==> src/rtl/rst_seq_pkg.sv <==
// Shared definitions for the reset sequencer slice.
//   seq_state_e : sequencer FSM states
//   CAUSE_*     : encodings reported on rst_cause
//   max_int     : elaboration-time helper used to size the stage counter
package rst_seq_pkg;

    typedef enum logic [2:0] {
        HOLD,
        WAIT_LOCK,
        REL_CORE,
        REL_ADC,
        REL_UDP,
        RUN
    } seq_state_e;

    localparam logic [1:0] CAUSE_POR  = 2'd0;
    localparam logic [1:0] CAUSE_LOCK = 2'd1;
    localparam logic [1:0] CAUSE_SOFT = 2'd2;
    localparam logic [1:0] CAUSE_WDT  = 2'd3;

    function automatic int max_int(input int a, input int b);
        return (a > b) ? a : b;
    endfunction

endpackage

==> src/rtl/sync_2ff.sv <==
// Two-flop synchronizer for a single asynchronous level.
//   clk   : destination clock
//   rst_n : async active-low clear (both flops go to 0)
//   d     : asynchronous input
//   q     : synchronized output, two clk edges of latency
module sync_2ff (
    input  logic clk,
    input  logic rst_n,
    input  logic d,
    output logic q
);

    logic meta;

    always_ff @(posedge clk or negedge rst_n) begin
        if (!rst_n) begin
            meta <= 1'b0;
            q    <= 1'b0;
        end else begin
            meta <= d;
            q    <= meta;
        end
    end

endmodule

==> src/rtl/reset_sequencer.sv <==
// Staged reset release: holds core/adc/udp resets low for HOLD_CYC cycles,
// waits for PLL lock, then releases core, adc, udp STAGE_DLY cycles apart and
// raises seq_done. Lock loss, soft request (and optionally the watchdog)
// drop every reset and restart from HOLD, recording the cause.
//
// Optional feature: define RST_SEQ_WDT_EN to build the RUN-state watchdog.
//
// Ports:
//   clk, rst_n        : system clock, async active-low power-on reset
//   pll_locked        : async PLL lock (synchronized internally)
//   soft_rst_req      : one-cycle soft reset request (REL_* / RUN only)
//   wdt_kick          : watchdog kick (unused without RST_SEQ_WDT_EN)
//   rst_n_core/adc/udp: registered active-low stage resets
//   seq_done          : high in RUN
//   rst_cause         : last reset cause (rst_seq_pkg CAUSE_*)
module reset_sequencer
    import rst_seq_pkg::*;
#(
    parameter int HOLD_CYC  = 16,
    parameter int STAGE_DLY = 16,
    parameter int WDT_CYC   = 65535
) (
    input  logic       clk,
    input  logic       rst_n,
    input  logic       pll_locked,
    input  logic       soft_rst_req,
    input  logic       wdt_kick,
    output logic       rst_n_core,
    output logic       rst_n_adc,
    output logic       rst_n_udp,
    output logic       seq_done,
    output logic [1:0] rst_cause
);

    localparam int CNT_W = $clog2(max_int(HOLD_CYC, STAGE_DLY) + 1);
    localparam logic [CNT_W-1:0] HOLD_LAST  = CNT_W'(HOLD_CYC - 1);
    localparam logic [CNT_W-1:0] STAGE_LAST = CNT_W'(STAGE_DLY - 1);

    seq_state_e       state;
    logic [CNT_W-1:0] cnt;
    logic             lock_s;
    logic             in_rel;
    logic             wdt_fire;
    logic             fault;
    logic [1:0]       fault_cause;

    sync_2ff u_lock_sync (
        .clk   (clk),
        .rst_n (rst_n),
        .d     (pll_locked),
        .q     (lock_s)
    );

    // Faults are only honoured once release has started.
    assign in_rel = state inside {REL_CORE, REL_ADC, REL_UDP, RUN};

`ifdef RST_SEQ_WDT_EN
    localparam int WDT_W = $clog2(WDT_CYC + 1);
    localparam logic [WDT_W-1:0] WDT_LAST = WDT_W'(WDT_CYC - 1);

    logic [WDT_W-1:0] wdt_cnt;

    // A kick on the terminal cycle wins over the timeout.
    assign wdt_fire = (state == RUN) && !wdt_kick && (wdt_cnt == WDT_LAST);

    always_ff @(posedge clk or negedge rst_n) begin
        if (!rst_n) begin
            wdt_cnt <= '0;
        end else if (state != RUN || wdt_kick || fault) begin
            wdt_cnt <= '0;
        end else begin
            wdt_cnt <= wdt_cnt + 1'b1;
        end
    end
`else
    logic unused_wdt_kick;
    localparam int unused_wdt_cyc = WDT_CYC;

    assign unused_wdt_kick = wdt_kick;
    assign wdt_fire        = 1'b0;
`endif

    // Priority: lock loss > watchdog > soft request.
    always_comb begin
        fault       = 1'b0;
        fault_cause = CAUSE_LOCK;
        if (in_rel) begin
            if (!lock_s) begin
                fault       = 1'b1;
                fault_cause = CAUSE_LOCK;
            end else if (wdt_fire) begin
                fault       = 1'b1;
                fault_cause = CAUSE_WDT;
            end else if (soft_rst_req) begin
                fault       = 1'b1;
                fault_cause = CAUSE_SOFT;
            end
        end
    end

    always_ff @(posedge clk or negedge rst_n) begin
        if (!rst_n) begin
            state      <= HOLD;
            cnt        <= '0;
            rst_n_core <= 1'b0;
            rst_n_adc  <= 1'b0;
            rst_n_udp  <= 1'b0;
            seq_done   <= 1'b0;
            rst_cause  <= CAUSE_POR;
        end else if (fault) begin
            state      <= HOLD;
            cnt        <= '0;
            rst_n_core <= 1'b0;
            rst_n_adc  <= 1'b0;
            rst_n_udp  <= 1'b0;
            seq_done   <= 1'b0;
            rst_cause  <= fault_cause;
        end else begin
            case (state)
                HOLD: begin
                    if (cnt == HOLD_LAST) begin
                        state <= WAIT_LOCK;
                        cnt   <= '0;
                    end else begin
                        cnt <= cnt + 1'b1;
                    end
                end
                WAIT_LOCK: begin
                    if (lock_s) begin
                        state      <= REL_CORE;
                        cnt        <= '0;
                        rst_n_core <= 1'b1;
                    end
                end
                REL_CORE: begin
                    if (cnt == STAGE_LAST) begin
                        state     <= REL_ADC;
                        cnt       <= '0;
                        rst_n_adc <= 1'b1;
                    end else begin
                        cnt <= cnt + 1'b1;
                    end
                end
                REL_ADC: begin
                    if (cnt == STAGE_LAST) begin
                        state     <= REL_UDP;
                        cnt       <= '0;
                        rst_n_udp <= 1'b1;
                    end else begin
                        cnt <= cnt + 1'b1;
                    end
                end
                REL_UDP: begin
                    if (cnt == STAGE_LAST) begin
                        state    <= RUN;
                        cnt      <= '0;
                        seq_done <= 1'b1;
                    end else begin
                        cnt <= cnt + 1'b1;
                    end
                end
                RUN: begin
                    cnt <= '0;
                end
                default: begin
                    state <= HOLD;
                    cnt   <= '0;
                end
            endcase
        end
    end

endmodule
==> config.mk <==
export PLATFORM = sky130hd
export DESIGN_NAME = reset_sequencer
export DESIGN_NICKNAME = d
export VERILOG_FILES = /design/src/rtl/rst_seq_pkg.sv /design/src/rtl/sync_2ff.sv /design/src/rtl/reset_sequencer.sv
export SDC_FILE = /design/constraint.sdc
export NUM_CORES = 1
export LEC_CHECK = 0
export CAP_MARGIN = 30
export CORE_ASPECT_RATIO = 1.4
export CORE_MARGIN = 2
export CORE_UTILIZATION = 40
export CTS_BUF_LIST = sky130_fd_sc_hd__clkbuf_8
export CTS_CLUSTER_SIZE = 12
export DETAILED_ROUTE_END_ITERATION = 8
export PLACE_DENSITY_LB_ADDON = 0.25
export SLEW_MARGIN = 0
export SYNTH_ARGS = -nofsm -noshare
export SYNTH_HDL_FRONTEND = slang
export SYNTH_SLANG_ARGS = --single-unit
==> constraint.sdc <==
create_clock -name clk -period 4.1 [get_ports clk]
set_input_delay 0.41 -clock clk [delete_from_list [all_inputs] [get_ports clk]]
set_output_delay 0.41 -clock clk [all_outputs]
set_load 0.03 [all_outputs]
==> impl_results.md <==
* Die Ht at 57.9 um
* Post-CTS Resized at 0
* DRT antenna net count at 0
* Critical Path Source Type: register
* Tmin final at 1.70 ns
* Mapped cell area at slightly above 800 sq um
* Least-Margin Pin Slew at 0.697 ns
* Unrepaired setup endpoints after global routing: false
* Diodes inserted at 0
* Max-slew violation count at 0
* Fin util at 48.2%
* Kind of critical path: register to primary output
* RR Startpoint: cnt[0]
* Vias in the first global route at 605
* Worst path cell trace: clkdlybuf4s50_1
* Clock sinks at 16
* Final layout net count at 98
* Static Leak at 0.411 nW
* Wire length of the first global-routing pass at about 2.6 mm
* Mean Syn Cell Area at 9.99 sq um
* Placement Rows at 19
* I/O Buffers at 9
* Largest net degree at the start of global routing at 17
* Worst hold path type: register to register
* Reg area at 400 sq um
* Ports at 11
* Ratio of cells with drive above 1 in the final layout at 7.78%
* Wire per inst at 13.2 um
* Slowest CP cell: clkdlybuf4s50_1
* Final std cells w/o fill at 111
* FFs w/ async S/R, synth at 100%
* Pwr/cell area at 577 nW/um^2
* DRC at 0
* Clk Latency, worst-skew pair at roughly 0.24 ns
* Clock skew at 0.00351 ns
* Gr ovfl total at 0
* Num CTS Buffers at 3
* Drt pass-1 iters at 4
* Number of distinct library cells after synthesis at 34
* Multi-input gate area at 378 sq um
* Core Area at around 2000 sq um
* Critical path origin: rst_n_core
* Syn-to-layout area delta at 14.6%
* Crit-path leading delay family: buffers and inverters
* Clock transition at path regs at 0.06 ns
* Peak VDD IR at 318 uV
* GPL Wtd Cong at 0.723
* Htree depth at 1
* Max Clk Rate at 589 MHz
* Hold Buf Count CTS at 0
* Die area at approximately 2500 sq um
* Placed cells at 108
* CTS tree: built
* Ys Warns at 0
* Placement Cell Area at about 910 sq um
* DRT iter0 DRCs at 4
* Gr usage total at 13.8%
* Number of buffers added for setup after CTS at 0
* DP HPWL at 1.07 mm
* Routed vias/inst at 5.50
* Die span in x at between 40 and 50 um
* Clock Tree Buf Depth at 2
* Hold Path Origin: u_lock_sync.meta
* Buf/Inv on CP at 1
* CP arrival at 1.29 ns
* Post-Syn Instances at 83
* Syn nets at 89
* Slew HR at 53.4%
* Register area share after synthesis at 48.3%
* Critical Path End Type: primary output
* Initial antenna violation count at 0
* #FFs+latches synth at 16
* Number of synthesized flops with an enable pin at 0
* Root buf cell: clkbuf_8
* Design area at 951 sq um
* PnR Total Power at roughly 550 uW
* Status: finished clean
* Post-synth top flop: dfrtp_1
* Crit-path max FO at 3
* Max incr delay on CP at between 0.6 and 0.7 ns
* Total number of vias at 610
* # Max-Cap Violations at 0
* Setup TNS Final at 0 ns
* Final Hold Fails at 0
* Initial Util at 42.0%
* Fill cell count at 183
* Period utilisation layout at 41.4%
* Post-Route WL at 1.46 mm
* Critical Path RT at 3.69 ns
* Setup violators final at 0
-- synth_stat cells (all sizes together), types with 2 or more instances --
master | n | share of area [%]
a21oi | 6 | 4.1
a22o | 4 | 4.2
a31oi | 2 | 1.5
nor2b | 2 | 2.4
o21ai | 7 | 4.2
a21o | 3 | 2.7
nand2b | 3 | 2.3
nor2 | 5 | 2.3
inv | 4 | 1.8
buf | 4 | 3.9
nand2 | 7 | 3.2
o211ai | 2 | 1.8
and2 | 2 | 1.5
dfrtp | 16 | 48
-- layer usage --
metal  part of all wire, %  track usage (%)  up-vias
met5                     0                0        -
met4                   1.4             8.04        0
met3                   1.9             2.80        2
met2                    52             22.9        4
met1                    45             16.5      296
li1                      -                -      308
-- stage by stage --
stage	worst slack [ns]	hold WS (ns)
after floorplan	2.58	0.114
after global placement	2.23	0.334
after detailed placement	2.18	0.339
after CTS	2.39	0.353
after global routing	2.35	0.365
final	2.40	0.351
-- cells by family (layout without fill, tap and decap cells) --
logic type / Yosys count / after routing / synth area share, %
flops: 16 / 16 / 48.3
mux: 1 / 1 / 1.21
buf+inv: 9 / 16 / 6.18
compound gates: 29 / 29 / 23.2
fa+ha+maj: 1 / 1 / 1.51
simple gates: 27 / 27 / 19.6
-- area by class of cell --
class                   count  area share [%]
flip-flops and latches     16            42.1
multi-input cells          58            39.7
repair buffers              9            9.47
clock buffers               3            4.34
well taps                  21            2.76
inverters                   4            1.58
-- flip-flops by register name, summed over array words and instances, names as in the netlist --
signal            cells
u_lock_sync.q         1
rst_n_adc             1
state                 3
rst_n_core            1
rst_n_udp             1
cnt                   5
rst_cause             2
seq_done              1
u_lock_sync.meta      1
-- placed cells by master (no fill, tap or decap), types with 2 or more instances in the layout --
cell / count
o21ai_0: 3
inv_1: 4
o21ai_1: 4
a21o_1: 3
a31oi_1: 2
nand2_1: 7
clkdlybuf4s50_1: 9
a22o_1: 4
nand2b_1: 3
clkbuf_8: 3
o211ai_1: 2
nor2_1: 5
and2_1: 2
dfrtp_1: 16
a21oi_1: 5
-- power by group --
part	internal [mW]	switching [mW]	total [mW]
clock	0.0650	0.0496	0.115
combinational	0.0914	0.0971	0.188
sequential	0.197	0.0479	0.245
total	0.354	0.195	0.548
-- worst paths after layout --
kind                                  to  slack, ns  depth (start not counted)
setup / recovery              rst_n_core       2.40                          1
hold / removal             u_lock_sync.q       0.35                          0
setup reg to reg               rst_n_adc       2.51                          5
hold reg to reg            u_lock_sync.q       0.35                          0
max in group asynchronous         cnt[2]       3.07                          1
min in group asynchronous      rst_n_adc       0.58                          1
-- worst register-to-register path, cell delays in order (launching register included) --
cell	delay, ns
dfrtp_1	0.41
ha_1	0.25
and4b_1	0.27
nor2b_4	0.17
a22o_1	0.18
a22o_1	0.22
Note: power is estimated with default switching activity, not from simulation.
